## src/rtl/serial_shift_unit_pkg.sv

```systemverilog
// Shared types and helpers for the serial shift unit: FSM state encoding and
// the frame-length normalisation rule.
package serial_shift_pkg;

  typedef enum logic [0:0] {
    SST_IDLE  = 1'b0,
    SST_SHIFT = 1'b1
  } sst_state_t;

  // A requested length of zero, or one beyond the word width, means a full-width frame.
  function automatic int unsigned eff_len(input int unsigned len, input int unsigned width);
    if ((len == 32'd0) || (len > width)) begin
      eff_len = width;
    end else begin
      eff_len = len;
    end
  endfunction

endpackage

```

## src/rtl/serial_shift_unit_if.sv

```systemverilog
// Parallel handshake, serial link and receive-word bundle of the serial shift unit.
interface serial_shift_unit_if #(
  parameter int P_WIDTH = 8,
  parameter int CNT_W   = $clog2(P_WIDTH + 1)
);
  logic               p_valid;
  logic               p_ready;
  logic [P_WIDTH-1:0] p_data;
  logic [CNT_W-1:0]   p_len;
  logic               s_out;
  logic               s_valid;
  logic               s_last;
  logic               s_in;
  logic [P_WIDTH-1:0] rx_data;
  logic               rx_valid;

  modport master (
    output p_valid, p_data, p_len, s_in,
    input  p_ready, s_out, s_valid, s_last, rx_data, rx_valid
  );

  modport slave (
    input  p_valid, p_data, p_len, s_in,
    output p_ready, s_out, s_valid, s_last, rx_data, rx_valid
  );
endinterface

```

## src/rtl/serial_shift_unit_hold.sv

```systemverilog
// One-entry holding buffer that lets the next word wait while a frame is shifting.
module serial_shift_hold #(
  parameter int P_WIDTH = 8,
  parameter int CNT_W   = $clog2(P_WIDTH + 1)
) (
  input  logic               clk,
  input  logic               rst,
  input  logic               i_push,
  input  logic               i_pop,
  input  logic [P_WIDTH-1:0] i_data,
  input  logic [CNT_W-1:0]   i_len,
  output logic               o_full,
  output logic [P_WIDTH-1:0] o_data,
  output logic [CNT_W-1:0]   o_len
);

  logic               r_full;
  logic [P_WIDTH-1:0] r_data;
  logic [CNT_W-1:0]   r_len;

  // A push wins over a pop so a refill on the unload edge keeps the entry valid.
  always_ff @(posedge clk or posedge rst) begin
    if (rst) begin
      r_full <= 1'b0;
      r_data <= {P_WIDTH{1'b0}};
      r_len  <= {CNT_W{1'b0}};
    end else if (i_push) begin
      r_full <= 1'b1;
      r_data <= i_data;
      r_len  <= i_len;
    end else if (i_pop) begin
      r_full <= 1'b0;
    end else begin
      r_full <= r_full;
    end
  end

  assign o_full = r_full;
  assign o_data = r_data;
  assign o_len  = r_len;

endmodule

```

## src/rtl/serial_shift_unit.sv

```systemverilog
// Full-duplex serialiser: parallel words in over valid/ready, one bit per clock
// out on s_out while s_in is gathered into a parallel receive word.
module serial_shift_unit
  import serial_shift_pkg::*;
#(
  parameter int P_WIDTH   = 8,
  parameter bit MSB_FIRST = 1'b0,
  parameter int CNT_W     = $clog2(P_WIDTH + 1)
) (
  input  logic                clk,
  input  logic                rst,
  serial_shift_unit_if.slave  bus
);

  localparam logic [0:0]       S_IDLE  = SST_IDLE;
  localparam logic [0:0]       S_SHIFT = SST_SHIFT;
  localparam logic [CNT_W-1:0] L_ONE   = CNT_W'(1);

  logic [0:0]         r_state;
  logic [P_WIDTH-1:0] r_shift;
  logic [CNT_W-1:0]   r_cnt;
  logic [CNT_W-1:0]   r_len;
  logic [P_WIDTH-1:0] r_rx;
  logic [P_WIDTH-1:0] r_rx_data;
  logic               r_rx_valid;

  logic               w_hold_full;
  logic [P_WIDTH-1:0] w_hold_data;
  logic [CNT_W-1:0]   w_hold_len;
  logic [CNT_W-1:0]   w_in_len;
  logic               w_shifting;
  logic               w_last;
  logic               w_free;
  logic               w_fire;
  logic               w_load;
  logic               w_pop;
  logic               w_push;
  logic [P_WIDTH-1:0] w_ld_data;
  logic [CNT_W-1:0]   w_ld_len;
  logic [P_WIDTH-1:0] w_ld_shift;
  logic [P_WIDTH-1:0] w_shift_next;
  logic [CNT_W-1:0]   w_rx_idx;
  logic [P_WIDTH-1:0] w_rx_next;

  assign w_in_len   = CNT_W'(eff_len(32'(bus.p_len), 32'(P_WIDTH)));
  assign w_shifting = (r_state == S_SHIFT);
  assign w_last     = w_shifting && (r_cnt == L_ONE);
  assign w_free     = !w_shifting || w_last;
  assign w_fire     = bus.p_valid && !w_hold_full;
  assign w_pop      = w_free && w_hold_full;
  assign w_load     = w_free && (w_hold_full || w_fire);
  assign w_push     = w_fire && !w_free;

  assign w_ld_data  = w_hold_full ? w_hold_data : bus.p_data;
  assign w_ld_len   = w_hold_full ? w_hold_len  : w_in_len;

  // MSB-first words are left-aligned on load so the next bit always sits in the top slot.
  assign w_ld_shift   = MSB_FIRST ? (w_ld_data << (P_WIDTH - int'(w_ld_len))) : w_ld_data;
  assign w_shift_next = MSB_FIRST ? {r_shift[P_WIDTH-2:0], 1'b0} : {1'b0, r_shift[P_WIDTH-1:1]};

  assign w_rx_idx  = r_len - r_cnt;
  assign w_rx_next = r_rx | ({{(P_WIDTH-1){1'b0}}, bus.s_in} << w_rx_idx);

  serial_shift_hold #(
    .P_WIDTH (P_WIDTH),
    .CNT_W   (CNT_W)
  ) u_hold (
    .clk    (clk),
    .rst    (rst),
    .i_push (w_push),
    .i_pop  (w_pop),
    .i_data (bus.p_data),
    .i_len  (w_in_len),
    .o_full (w_hold_full),
    .o_data (w_hold_data),
    .o_len  (w_hold_len)
  );

  always_ff @(posedge clk or posedge rst) begin
    if (rst) begin
      r_state    <= S_IDLE;
      r_shift    <= {P_WIDTH{1'b0}};
      r_cnt      <= {CNT_W{1'b0}};
      r_len      <= {CNT_W{1'b0}};
      r_rx       <= {P_WIDTH{1'b0}};
      r_rx_data  <= {P_WIDTH{1'b0}};
      r_rx_valid <= 1'b0;
    end else begin
      r_rx_valid <= w_last;
      if (w_last) begin
        r_rx_data <= w_rx_next;
      end
      if (w_load) begin
        r_state <= S_SHIFT;
        r_shift <= w_ld_shift;
        r_cnt   <= w_ld_len;
        r_len   <= w_ld_len;
        r_rx    <= {P_WIDTH{1'b0}};
      end else if (w_free) begin
        r_state <= S_IDLE;
        r_cnt   <= {CNT_W{1'b0}};
      end else begin
        r_shift <= w_shift_next;
        r_cnt   <= r_cnt - L_ONE;
        r_rx    <= w_rx_next;
      end
    end
  end

  assign bus.p_ready  = !w_hold_full;
  assign bus.s_valid  = w_shifting;
  assign bus.s_last   = w_last;
  assign bus.s_out    = w_shifting && (MSB_FIRST ? r_shift[P_WIDTH-1] : r_shift[0]);
  assign bus.rx_data  = r_rx_data;
  assign bus.rx_valid = r_rx_valid;

endmodule

```

## src/flat_wrapper.sv

```systemverilog
// flat-port wrapper written by rule: the top's interface ports become plain ports
module serial_shift_unit_flat import serial_shift_pkg::*;
#(
  parameter int P_WIDTH   = 8,
  parameter bit MSB_FIRST = 1'b0,
  parameter int CNT_W     = $clog2(P_WIDTH + 1)
)
  (clk, rst, bus_p_valid, bus_p_data, bus_p_len, bus_s_in, bus_p_ready, bus_s_out, bus_s_valid, bus_s_last, bus_rx_data, bus_rx_valid);
  serial_shift_unit_if #(.P_WIDTH(P_WIDTH), .CNT_W(CNT_W)) bus_i ();
  input  logic clk;
  input  logic rst;
  input wire logic [$bits(bus_i.p_valid)-1:0] bus_p_valid;
  input wire logic [$bits(bus_i.p_data)-1:0] bus_p_data;
  input wire logic [$bits(bus_i.p_len)-1:0] bus_p_len;
  input wire logic [$bits(bus_i.s_in)-1:0] bus_s_in;
  output wire logic [$bits(bus_i.p_ready)-1:0] bus_p_ready;
  output wire logic [$bits(bus_i.s_out)-1:0] bus_s_out;
  output wire logic [$bits(bus_i.s_valid)-1:0] bus_s_valid;
  output wire logic [$bits(bus_i.s_last)-1:0] bus_s_last;
  output wire logic [$bits(bus_i.rx_data)-1:0] bus_rx_data;
  output wire logic [$bits(bus_i.rx_valid)-1:0] bus_rx_valid;
  assign bus_i.p_valid = bus_p_valid;
  assign bus_i.p_data = bus_p_data;
  assign bus_i.p_len = bus_p_len;
  assign bus_i.s_in = bus_s_in;
  assign bus_p_ready = bus_i.p_ready;
  assign bus_s_out = bus_i.s_out;
  assign bus_s_valid = bus_i.s_valid;
  assign bus_s_last = bus_i.s_last;
  assign bus_rx_data = bus_i.rx_data;
  assign bus_rx_valid = bus_i.rx_valid;
  serial_shift_unit #(.P_WIDTH(P_WIDTH), .MSB_FIRST(MSB_FIRST), .CNT_W(CNT_W)) u_core (.clk(clk), .rst(rst), .bus(bus_i));
endmodule
```

## config.mk

```make
export PLATFORM = sky130hd
export DESIGN_NAME = serial_shift_unit_flat
export DESIGN_NICKNAME = d
export VERILOG_FILES = /design/src/rtl/serial_shift_unit_pkg.sv /design/src/rtl/serial_shift_unit_if.sv /design/src/rtl/serial_shift_unit_hold.sv /design/src/rtl/serial_shift_unit.sv /design/src/flat_wrapper.sv
export SDC_FILE = /design/constraint.sdc
export NUM_CORES = 1
export LEC_CHECK = 0
export CAP_MARGIN = 40
export CORE_MARGIN = 5
export CORE_UTILIZATION = 50
export DETAILED_ROUTE_END_ITERATION = 8
export PLACE_DENSITY = 0.78
export SLEW_MARGIN = 40
export SYNTH_ARGS = -nofsm -noshare
export SYNTH_HDL_FRONTEND = slang
export SYNTH_SLANG_ARGS = --single-unit
```

## constraint.sdc

```tcl
create_clock -name clk -period 5.2 [get_ports clk]
set_input_delay 1.04 -clock clk [delete_from_list [all_inputs] [get_ports clk]]
set_output_delay 1.04 -clock clk [all_outputs]
set_load 0.005 [all_outputs]
```

Word-level counts from Yosys, hierarchy flattened
Cells that the tools add are included.

storage, ports and cells
  flip-flop bits (word level) = 47
  bits of input ports = 16
  logic and storage cells = 45
  output and inout bits = 13

cells by class
  equal/unequal tests = 2
  order comparisons = 1
  shifts and indexed selects = 1
  muxes and demuxes = 13
  bitwise operators = 1
  add/subtract/negate cells = 2
  reduce and logical (&&, ||, !) cells = 15

operator list
  kind                 count
  $mux 8               5
  $mux 4               4
  $or 8x8->8           1
  $shl 1x4->8          1
  $logic_and 1x1->1    6
  $eq 4x1->1 const B   1
  $gt 4x4->1 const B   1
  $logic_not 4->1      1
  $mux 1               4
  $reduce_bool 2->1    2
  $sub 4x1->4 const B  1
  $sub 4x4->4          1
  $logic_not 1->1      3
  $logic_or 1x1->1     3
  $ne 2x2->1 const B   1

Longest topological paths before layout
Gate-level depths: netlist of the first run.

  word-level depth = 6
  depth in mapped cells = 8
  mapped depth without buffers = 7

Hierarchy
Synthesis of the first run repeated with hierarchy kept, for this count alone.

unflattened totals
  cells, all modules = 214
  area, all modules = 2,264.7 um2

modules (own cells, without submodules)
  module             area an instance (um2)  sequential area each (um2)  cells an instance  times used
  serial_shift_unit  1,742.9                 850.8                       185                1
  serial_shift_hold  521.8                   325.3                       29                 1

Worst setup path after synthesis of the first run
Ideal clock, no wire load.

  path type = register to output
  start = register u_core.r_cnt[1]
  end = output bus_s_last
  stages on the path, launching flop included = 6
  data arrival time = 1.158 ns
  path buffers = 1
  data required time = 4.160 ns
  slack = 3.002 ns
  path through = dfrtp_1 > inv_1 > ha_1 > nand3_1 > buf_2 > inv_1

between the ends
  cells in the longest elaborated chain, start to end = 2

ends and longest elaborated chain
  what                    RTL line                  text
  start, declared         serial_shift_unit.sv:21   logic [CNT_W-1:0] r_cnt;
  start signal, assigned  serial_shift_unit.sv:83   r_cnt <= {CNT_W{1'b0}};
  start signal, assigned  serial_shift_unit.sv:96   r_cnt <= w_ld_len;
  start signal, assigned  serial_shift_unit.sv:101  r_cnt <= {CNT_W{1'b0}};
  $eq 4x1->1              serial_shift_unit.sv:47   assign w_last = w_shifting && (r_cnt == L_ONE);
  $logic_and 1x1->1       serial_shift_unit.sv:47
  end, declared           flat_wrapper.sv:19        output wire logic [$bits(bus_i.s_last)-1:0] bus_s_last;

Every way passes these cells.

Final worst setup path of the first run
Same ends and word-level chain as after synthesis.

==> flow_summary_export.csv, run 1 <==
group,metric,value,unit
synth,synthArstFlopShare,100.0,%
clocking,cts_made_buffers,5,
die,die_h,77.73,um
sta,fin_ws,1.857,ns
critical_path,crit_chain,"inv_1, ha_1, nand3_1, inv_1, clkdlybuf4s50_1",
sta,rsz0062_at_grt,"false",
synth,synth_fa_ha_area_share,3.601,%
route,vias,1633,
grt,grt_pass1_wl,7.410,mm
critical_path,start_kind,"flip-flop",
sta,finClkSkew,0.004736,ns
route,avgViaCountPerCell,5.554,
sta,tightest_slew,0.7626,ns
clocking,cts_hold_buffers,0,
clocking,worstSkewPairLatency,0.30,ns
clocking,cts_tree,"built",
clocking,clk_path_buf_depth,2,
synth,synth_top_family_by_area,"compound AO/OA/AOI/OAI gates",
sta,finalHoldViolCount,0,
synth,synthXorXnorAreaFrac,2.673,%
clocking,clk_pin_slew,0.08,ns
synth,synth.most_common_cell,"dfrtp_1",
critical_path,worst_setup_path_end_kind,"output port",
finish,multi_input_area,1013,sq um
synth,synth_top_area_share,51.28,%
grt,overflow,0,
synth,ys.flop_type,"dfrtp_1",
sta,slew_headroom,49.16,%
synth,ys_seq_area_share,51.28,%
power_and_ir_drop,p_per_area,603.0,nW/um^2
place,dp_hpwl,2.895,mm
synth,yosys-top-cells-count,"dfrtp_1 (47), nand2_1 (22), mux2i_1 (16), o21ai_0 (16), nor2_1 (15)",
synth,synth_warnings,0,
die,die_x,77.73,um
sta,setup_viol,0,
die,io_pins,29,
clocking,cts_setup_buffers,0,
finish,nNetsFinal,264,
die,start_util,51.96,%
clocking,cts_resized,0,
finish,regArea,1176,sq um
synth,ys_seq_elements,47,
finish,antenna-diode-count,0,
route,routedWlPerCell,14.22,um
route,drt_wl_total,4.181,mm
route,first_pass_iters,4,
clocking,h-tree-depth,2,
route,drt-initial-drc-count,61,
power_and_ir_drop,ir_drop,0.0002221,V
die,coreArea,4414,sq um
critical_path,critPathMaxFanout,17,
route,drt.antenna.violating_nets,0,
synth,synth_fp_nets,239,
job,cap_violations,0,
critical_path,path_delay_family,"buffers and inverters",
grt,grt_pass1_vias,1587,
route,drc,0,
critical_path,cp_common_cell,"inv_1",
synth,synthMuxAreaShare,10.91,%
sta,fin_crit,3.343,ns
synth,yosys.area.top_type,"dfrtp_1",
critical_path,critPathSlowestCell,"clkdlybuf4s50_1",
finish,area_growth,16.64,%
die,dieArea,6041,sq um
synth,synth-compound-area-share,13.97,%
grt,grtUsageTotal,15.21,%
critical_path,critical_path_required,4.16,ns
die,rows,24,
synth,synth.distinct_cells,32,
critical_path,critPathArrivalTime,2.30,ns
synth,synth_enable_flop_cells,0,
finish,finish.utilization,60.60,%
power_and_ir_drop,p_leak,0.001213,uW
sta,drv_slew,0,
clocking,cts-root-buf,"clkbuf_8",
synth,syn_area,2293,sq um
critical_path,crit_type,"reg -> out",
place,place.gp.congestion,0.8233,
place,port_buffers,28,
critical_path,max_stage_delay,0.53,ns
clocking,cts_sinks,47,
sta,max_freq,299.1,MHz
critical_path,cp.buffers_inverters,3,
sta,fin_crit_sh,64.29,%
synth,synthCells,217,
place,dp_slack,2.192,ns
finish,drive_gt1_share,8.264,%
finish,fill_cells,377,
grt,antenna_found_initial,0,
sta,setup_tns,0,ns
grt,grt_max_degree,48,
min_path,hold_class,"reg -> reg",
synth,synth-simple-area-share,13.04,%
synth,synth_area_leaders,"dfrtp_1 (51%), mux2i_1 (7.0%), mux2_2 (3.9%)",
status,outcome,"finished clean",
synth,syn_area_per_cell,10.57,sq um
==> final timing paths <==
check	startpoint	end	slack, ns	cells after the start
worst max register to register	u_core.r_cnt[0]	u_core.bus.rx_data[6]	3.14	5
min in group asynchronous	rst	u_core.bus.rx_valid	1.19	3
worst min-delay path	u_core.u_hold.o_len[3]	u_core.u_hold.o_len[3]	0.48	2
worst max-delay path	u_core.r_cnt[1]	bus_s_last	1.86	5
worst min register to register	u_core.u_hold.o_len[3]	u_core.u_hold.o_len[3]	0.48	2
max in group asynchronous	rst	u_core.r_len[0]	3.62	3
==> sequential cells by signal (all words and copies together), names as in the netlist <==
signal / count
u_core.r_shift: 8
u_core.u_hold.o_data: 8
u_core.bus.rx_valid: 1
u_core.u_hold.o_full: 1
u_core.bus.rx_data: 8
u_core.r_rx: 8
u_core.u_hold.o_len: 4
u_core.r_len: 4
u_core.r_cnt: 4
u_core.bus.s_valid: 1
==> final cells by class <==
type	count	share of cell area, %
Sequential cell	47	43.97
Multi-Input combinational cell	151	37.89
Timing Repair Buffer	29	10.76
Clock buffer	6	2.713
Tap cell	52	2.432
Clock inverter	1	1.123
Inverter	8	1.123
==> tightest hold or removal path, stage by stage, from the launching register on <==
cell and delay [ns]:
dfrtp_1 0.34, nand2_1 0.05, o21ai_0 0.06
==> cell families (layout without fill, tap and decap cells) <==
kind of cell               count (synthesis)  after routing
and+or+nand+nor                           63             63
AOI/OAI and AO/OA                         51             51
DFF                                       47             47
muxes                                     24             24
buffers and inverters                     19             44
xor gates and xnor gates                   7              7
adders and majority gates                  6              6
==> per-stage QoR <==
| stage | instance area [sq um] | power (uW) | std cells | hold slack, ns |
|---|---|---|---|---|
| 2_1_floorplan | 2293 | 1162 | 217 | 0.4480 |
| 3_3_place_gp | 2572 | 1346 | 287 | 0.4622 |
| 3_5_place_dp | 2572 | 1369 | 287 | 0.4693 |
| 4_1_cts | 2675 | 1627 | 294 | 0.4883 |
| 5_1_grt | 2675 | 1759 | 294 | 0.5155 |
| 6_report | 2675 | 1613 | 294 | 0.4824 |
==> power by group <==
| part | internal, uW | leakage [uW] | switching, uW |
|---|---|---|---|
| Sequential | 517 | 0.000591 | 106 |
| Clock | 141 | 0.0000513 | 117 |
| Combinational | 347 | 0.000571 | 386 |
| Total | 1000 | 0.00121 | 608 |
==> cells in the final DEF (no fill, tap or decap), drive strengths merged, types with 2 or more instances in the layout <==
cell type      instances
a21o                   3
nand2                 22
or3                    5
nor2                  15
o21ai                 21
a21oi                 12
mux2                   8
dfrtp                 47
and2                   2
nor3                  10
a22o                   8
clkdlybuf4s50         28
xnor2                  5
o22ai                  3
xor2                   2
clkbuf                 6
inv                    7
nand2b                 6
mux2i                 16
o41ai                  3
ha                     5
==> per-layer routing <==
| metal | global-route usage (%) | wire length, um | part of all wire, % | up-vias |
|---|---|---|---|---|
| met2 | 23.62 | 1886 | 45 | 36 |
| met4 | 6.186 | 82 | 2.0 | 0 |
| met5 | 0 | 0 | 0 | - |
| li1 | - | - | - | 810 |
| met3 | 3.704 | 213 | 5.1 | 8 |
| met1 | 20.39 | 1998 | 48 | 779 |
(Power assumes the default switching activity.)
==> run 2, diff against run 1 <==
--- a/config.mk
+++ b/config.mk
@@ -7,9 +7,9 @@
 export LEC_CHECK = 0
 export CAP_MARGIN = 40
 export CORE_MARGIN = 5
-export CORE_UTILIZATION = 50
+export CORE_UTILIZATION = 49
 export DETAILED_ROUTE_END_ITERATION = 8
-export PLACE_DENSITY = 0.78
+export PLACE_DENSITY = 0.8
 export SLEW_MARGIN = 40
 export SYNTH_ARGS = -nofsm -noshare
 export SYNTH_HDL_FRONTEND = slang
==> constraint.sdc (replaced) <==
create_clock -name clk -period 2.79 [get_ports clk]
set_input_delay 0.558 -clock clk [delete_from_list [all_inputs] [get_ports clk]]
set_output_delay 0.558 -clock clk [all_outputs]
set_load 0.005 [all_outputs]
==> run 2 against run 1 <==
Combinational power grew 87%. Power rose by 89%. First-iteration DRC count is 15% lower. Clock skew is 0.0043 ns higher. Final cell count is 1.4% higher. Utilization up 0.44 points. Critical path type unchanged.
==> flow_summary_export.csv, run 2 (synthesized netlist as in run 1, its figures left out) <==
group,metric,value,unit
min_path,holdPathEnd,"u_core.r_shift[2]",
die,die_h,78.42,um
finish,final_common_cell,"dfrtp_1",
finish,layout_common_cells,"dfrtp_1 (47), clkdlybuf4s50_1 (28), nand2_1 (22), mux2i_1 (16), o21ai_0 (16)",
sta,rsz0062_at_grt,"false",
critical_path,cp_common_cell,"inv_1",
grt,grt_pass1_vias,1663,
clocking,cts_sinks,47,
critical_path,start_kind,"flip-flop",
critical_path,r2r_cells,6,
grt,overflow,0,
die,io_pins,29,
finish,area_growth,18.28,%
clocking,cts_made_buffers,5,
sta,setup_viol,0,
place,place_area,2595,sq um
critical_path,critPathSlowestCell,"clkdlybuf4s50_1",
critical_path,worst_setup_path_end_kind,"output port",
route,first_pass_iters,4,
route,drc,0,
sta,max_freq,430.5,MHz
power_and_ir_drop,ir_drop,0.0005576,V
critical_path,critPathMaxFanout,3,
route,drt_wl_total,4.319,mm
place,dp.cells,290,
die,dieArea,6149,sq um
finish,antenna-diode-count,0,
clocking,cts_resized,0,
finish,regArea,1176,sq um
finish,instances_no_fill,298,
place,dp_hpwl,3.177,mm
sta,finalHoldViolCount,0,
sta,fin_crit_sh,83.26,%
critical_path,crit_chain,"inv_1, ha_1, nand3_1, inv_1, clkdlybuf4s50_1",
sta,setup_tns,0,ns
min_path,hold_depth,2,
min_path,hold_class,"reg -> reg",
job,cap_violations,0,
die,start_util,51.60,%
critical_path,critical_path_required,2.23,ns
power_and_ir_drop,p_per_area,1122,nW/um^2
critical_path,max_stage_delay,0.50,ns
clocking,cts_tree,"built",
route,drt.antenna.violating_nets,0,
sta,drv_slew,0,
critical_path,regToRegEndpoint,"u_core.bus.rx_data[7]",
sta,slew_headroom,49.63,%
status,outcome,"finished clean",
route,vias,1648,
sta,finClkSkew,0.009072,ns
finish,fill_cells,389,
grt,grtUsageTotal,15.90,%
critical_path,ff2ff_setup_slack,0.76,ns
route,avgViaCountPerCell,5.530,
grt,grt_pass1_wl,7.783,mm
sta,fin_crit,2.323,ns
route,routedWlPerCell,14.49,um
clocking,h-tree-depth,2,
critical_path,critPathArrivalTime,1.76,ns
die,die_x,78.42,um
finish,design_area,2713,sq um
route,drt-initial-drc-count,52,
power_and_ir_drop,total_power,3043,uW
clocking,cts_setup_buffers,0,
min_path,min_from,"u_core.r_shift[3]",
clocking,worstSkewPairLatency,0.30,ns
grt,antenna_found_initial,0,
clocking,clk_pin_slew,0.09,ns
finish,drive_gt1_share,10.57,%
clocking,cts_hold_buffers,0,
clocking,cts-root-buf,"clkbuf_8",
sta,tightest_slew,0.7556,ns
critical_path,rr_startpoint,"u_core.r_cnt[0]",
clocking,clk_path_buf_depth,2,
critical_path,crit_type,"reg -> out",
power_and_ir_drop,p_leak,0.001240,uW
grt,grt_max_degree,26,
finish,nNetsFinal,267,
die,coreArea,4444,sq um
finish,multi_input_area,1013,sq um
place,place.gp.congestion,0.7868,
die,rows,24,
place,port_buffers,28,
sta,hold_ws,0.4840,ns
run 2: cell types whose count changed in the layout (fill, tap and decap cells not counted), sizes merged:
cell / previous run / this run
buf: 1 / 4
inv: 7 / 8
run 2: how the worst max path moves through the flow:
stage	start	to	slack, ns	cells past startpoint
floorplan	u_core.r_cnt[0]	u_core.bus.rx_data[7]	0.91	6
global placement	bus_p_valid	u_core.r_cnt[3]	0.63	5
detailed placement	bus_p_valid	u_core.r_len[3]	0.56	5
CTS	u_core.r_cnt[1]	bus_s_last	0.43	5
global route	u_core.u_hold.o_full	bus_p_ready	0.38	2
finish	u_core.r_cnt[1]	bus_s_last	0.47	5
run 2: power breakdown:
part           internal [uW]  total (uW)  switching, uW  leakage (uW)
Combinational            649        1370            716      0.000588
Sequential               963        1160            201      0.000591
Clock                    290         513            223     0.0000612
Total                   1900        3040           1140       0.00124
run 2: metrics by stage:
stage	setup WS (ns)	utilization, %
floorplan	0.9083	-
global placement	0.6340	58.39
detailed placement	0.5577	58.39
CTS	0.4311	61.04
global route	0.3751	61.04
finish	0.4670	61.04
run 2: worst max-delay path: cells and delay by family (launching register included):
family,cells,cell delay (ns)
flops,1,0.42
buf+inv,3,0.72
fa+ha+maj,1,0.19
simple gates,1,0.13
run 2: layer usage:
layer	vias up	wire length (um)	track usage (%)
li1	811	-	-
met1	802	2051	20.98
met2	30	2044	25.86
met3	5	157	3.204
met4	0	65	6.294
met5	-	0	0
run 2: cell type report:
class	instances	area share, %
repair buffers	32	11.44
multi-input cells	151	37.36
flip-flops and latches	47	43.36
clock buffers	6	3.044
clock inverters	2	1.292
inverters	8	1.107
well taps	52	2.399
==> run 3, diff against run 2 <==
--- a/config.mk
+++ b/config.mk
@@ -7,9 +7,9 @@
 export LEC_CHECK = 0
 export CAP_MARGIN = 40
 export CORE_MARGIN = 5
-export CORE_UTILIZATION = 49
+export CORE_UTILIZATION = 50
 export DETAILED_ROUTE_END_ITERATION = 8
-export PLACE_DENSITY = 0.8
+export PLACE_DENSITY = 0.78
 export SLEW_MARGIN = 40
 export SYNTH_ARGS = -nofsm -noshare
 export SYNTH_HDL_FRONTEND = slang
==> constraint.sdc (replaced) <==
create_clock -name clk -period 2.2 [get_ports clk]
set_input_delay 0.44 -clock clk [delete_from_list [all_inputs] [get_ports clk]]
set_output_delay 0.44 -clock clk [all_outputs]
set_load 0.005 [all_outputs]
==> run 3 against run 2 <==
Sequential share of layout area shrank 0.79 points. Clock power increased by 19%. Count of clock-buffer cells in the layout unchanged. Combinational power grew 39%. Utilization grew 1.5 points. Critical path type unchanged. Critical endpoint unchanged. Largest cell class unchanged.
==> flow_summary_export.csv, run 3 (synthesized netlist as in run 1, its figures left out) <==
group,metric,value,unit
place,place.gp.congestion,0.7552,
finish,regArea,1176,sq um
sta,setup_viol,0,
critical_path,rr_startpoint,"u_core.r_cnt[0]",
critical_path,r2r_cells,6,
sta,fin_crit_sh,94.26,%
critical_path,critPathCapture,"bus_s_last",
place,dp_hpwl,3.099,mm
clocking,cts_tree,"built",
route,drc,0,
clocking,cts-root-buf,"clkbuf_8",
grt,antenna_found_initial,0,
clocking,clk_path_buf_depth,2,
finish,design_area,2763,sq um
grt,overflow,0,
sta,rsz0062_at_grt,"false",
finish,nNetsFinal,273,
grt,grt.met1_usage,20.51,%
finish,multi_input_area,1021,sq um
route,drt_wl_total,4.303,mm
critical_path,critPathMaxFanout,3,
sta,finClkSkew,0.008052,ns
clocking,cts_hold_buffers,0,
sta,hold_ws,0.4689,ns
critical_path,critical_path_required,1.76,ns
grt,grt.met3_usage,3.704,%
critical_path,crit_type,"reg -> out",
status,outcome,"finished clean",
sta,slew_headroom,59.77,%
finish,layout_common_cells,"dfrtp_1 (47), clkdlybuf4s50_1 (28), nand2_1 (22), mux2i_1 (16), o21ai_0 (16)",
min_path,hold_class,"in -> async",
finish,fill_cells,377,
sta,fin_crit,2.074,ns
clocking,cts_made_buffers,5,
die,die_h,77.73,um
place,place_area,2645,sq um
sta,finalHoldViolCount,0,
die,dieArea,6041,sq um
sta,setup_tns,0,ns
clocking,h-tree-depth,2,
die,start_util,51.96,%
route,first_pass_iters,4,
route,drt-initial-drc-count,80,
route,drt.antenna.violating_nets,0,
power_and_ir_drop,p_per_area,1437,nW/um^2
finish,drive_gt1_share,13.15,%
critical_path,cp-startpoint,"u_core.r_cnt[1]",
critical_path,ff2ff_setup_slack,0.15,ns
critical_path,critPathArrivalTime,1.63,ns
grt,grt_pass1_vias,1672,
route,vias,1646,
grt,grt_pass1_wl,7.686,mm
finish,antenna-diode-count,0,
sta,max_freq,482.2,MHz
power_and_ir_drop,p_leak,0.001256,uW
die,io_pins,29,
critical_path,start_kind,"flip-flop",
power_and_ir_drop,ir_drop,0.0006191,V
route,routedWlPerCell,14.20,um
grt,met2_usage,25.04,%
critical_path,worst_setup_path_end_kind,"output port",
power_and_ir_drop,power_frac_comb,47.8,%
clocking,cts_sinks,47,
job,cap_violations,0,
power_and_ir_drop,power.internal,2493,uW
grt,top_usage_layer,"met2",
clocking,clk_pin_slew,0.08,ns
power_and_ir_drop,p_seq_share,36.8,%
finish,final_common_cell,"dfrtp_1",
sta,drv_slew,0,
place,dp.cells,295,
finish,area_growth,20.46,%
grt,grt_max_degree,48,
power_and_ir_drop,clkPwrFrac,15.4,%
grt,grtUsageTotal,15.40,%
power_and_ir_drop,switching_share,37.20,%
critical_path,regToRegEndpoint,"u_core.bus.rx_data[7]",
route,avgViaCountPerCell,5.432,
sta,tightest_slew,0.6035,ns
clocking,worstSkewPairLatency,0.30,ns
die,die_x,77.73,um
place,port_buffers,28,
finish,instances_no_fill,303,
die,rows,24,
power_and_ir_drop,p_switching,1477,uW
die,coreArea,4414,sq um
run 3: power by group through the flow:
stage	sequential [uW]	clock (uW)	combinational [uW]
6_report	1460	613	1900
5_1_grt	1510	660	2150
3_5_place_dp	1480	0	1890
4_1_cts	1460	629	1920
3_3_place_gp	1470	0	1840
2_1_floorplan	1410	0	1340
run 3: how the worst min path moves through the flow:
| stage | end | slack [ns] | cells after the start |
|---|---|---|---|
| 2_1_floorplan | u_core.r_shift[0] | 0.45 | 2 |
| 3_3_place_gp | u_core.u_hold.o_len[3] | 0.46 | 2 |
| 3_5_place_dp | u_core.r_shift[6] | 0.47 | 2 |
| 4_1_cts | u_core.r_shift[6] | 0.49 | 2 |
| 5_1_grt | u_core.u_hold.o_len[1] | 0.52 | 2 |
| 6_report | u_core.bus.rx_valid | 0.47 | 3 |
run 3: cell type report:
cell class                      instances  share of cell area (%)
Clock buffer                            6                   2.627
Clock inverter                          1                   1.087
Inverter                                8                   1.087
Multi-Input combinational cell        151                   36.96
Sequential cell                        47                   42.57
Tap cell                               52                   2.355
Timing Repair Buffer                   38                   13.32
run 3: layer usage:
metal	vias up	share of wire [%]
met2	33	47
li1	822	-
met3	6	4.9
met1	785	47
met4	0	1.2
met5	-	0
run 3: critical path, cell delays in order, from the launching register on:
cell and delay (ns):
dfrtp_1 0.40, inv_2 0.08, ha_2 0.18, nand3_2 0.10, inv_2 0.08, clkdlybuf4s50_1 0.49
run 3: per-stage QoR:
stage	setup slack, ns	util (%)	power (uW)
finish	0.1263	62.59	3970
floorplan	0.3183	-	2746
CTS	0.03298	62.42	4005
global placement	0.1898	59.92	3309
detailed placement	0.1364	59.92	3370
global route	0.02040	62.59	4315
run 3: timing repair:
| action | 4_1_cts | 5_1_grt |
|---|---|---|
| setup endpoints to repair | 1 | 1 |
| cloned | 0 | 0 |
| setup buffers | 1 | 0 |
| gates resized for setup | 0 | 4 |
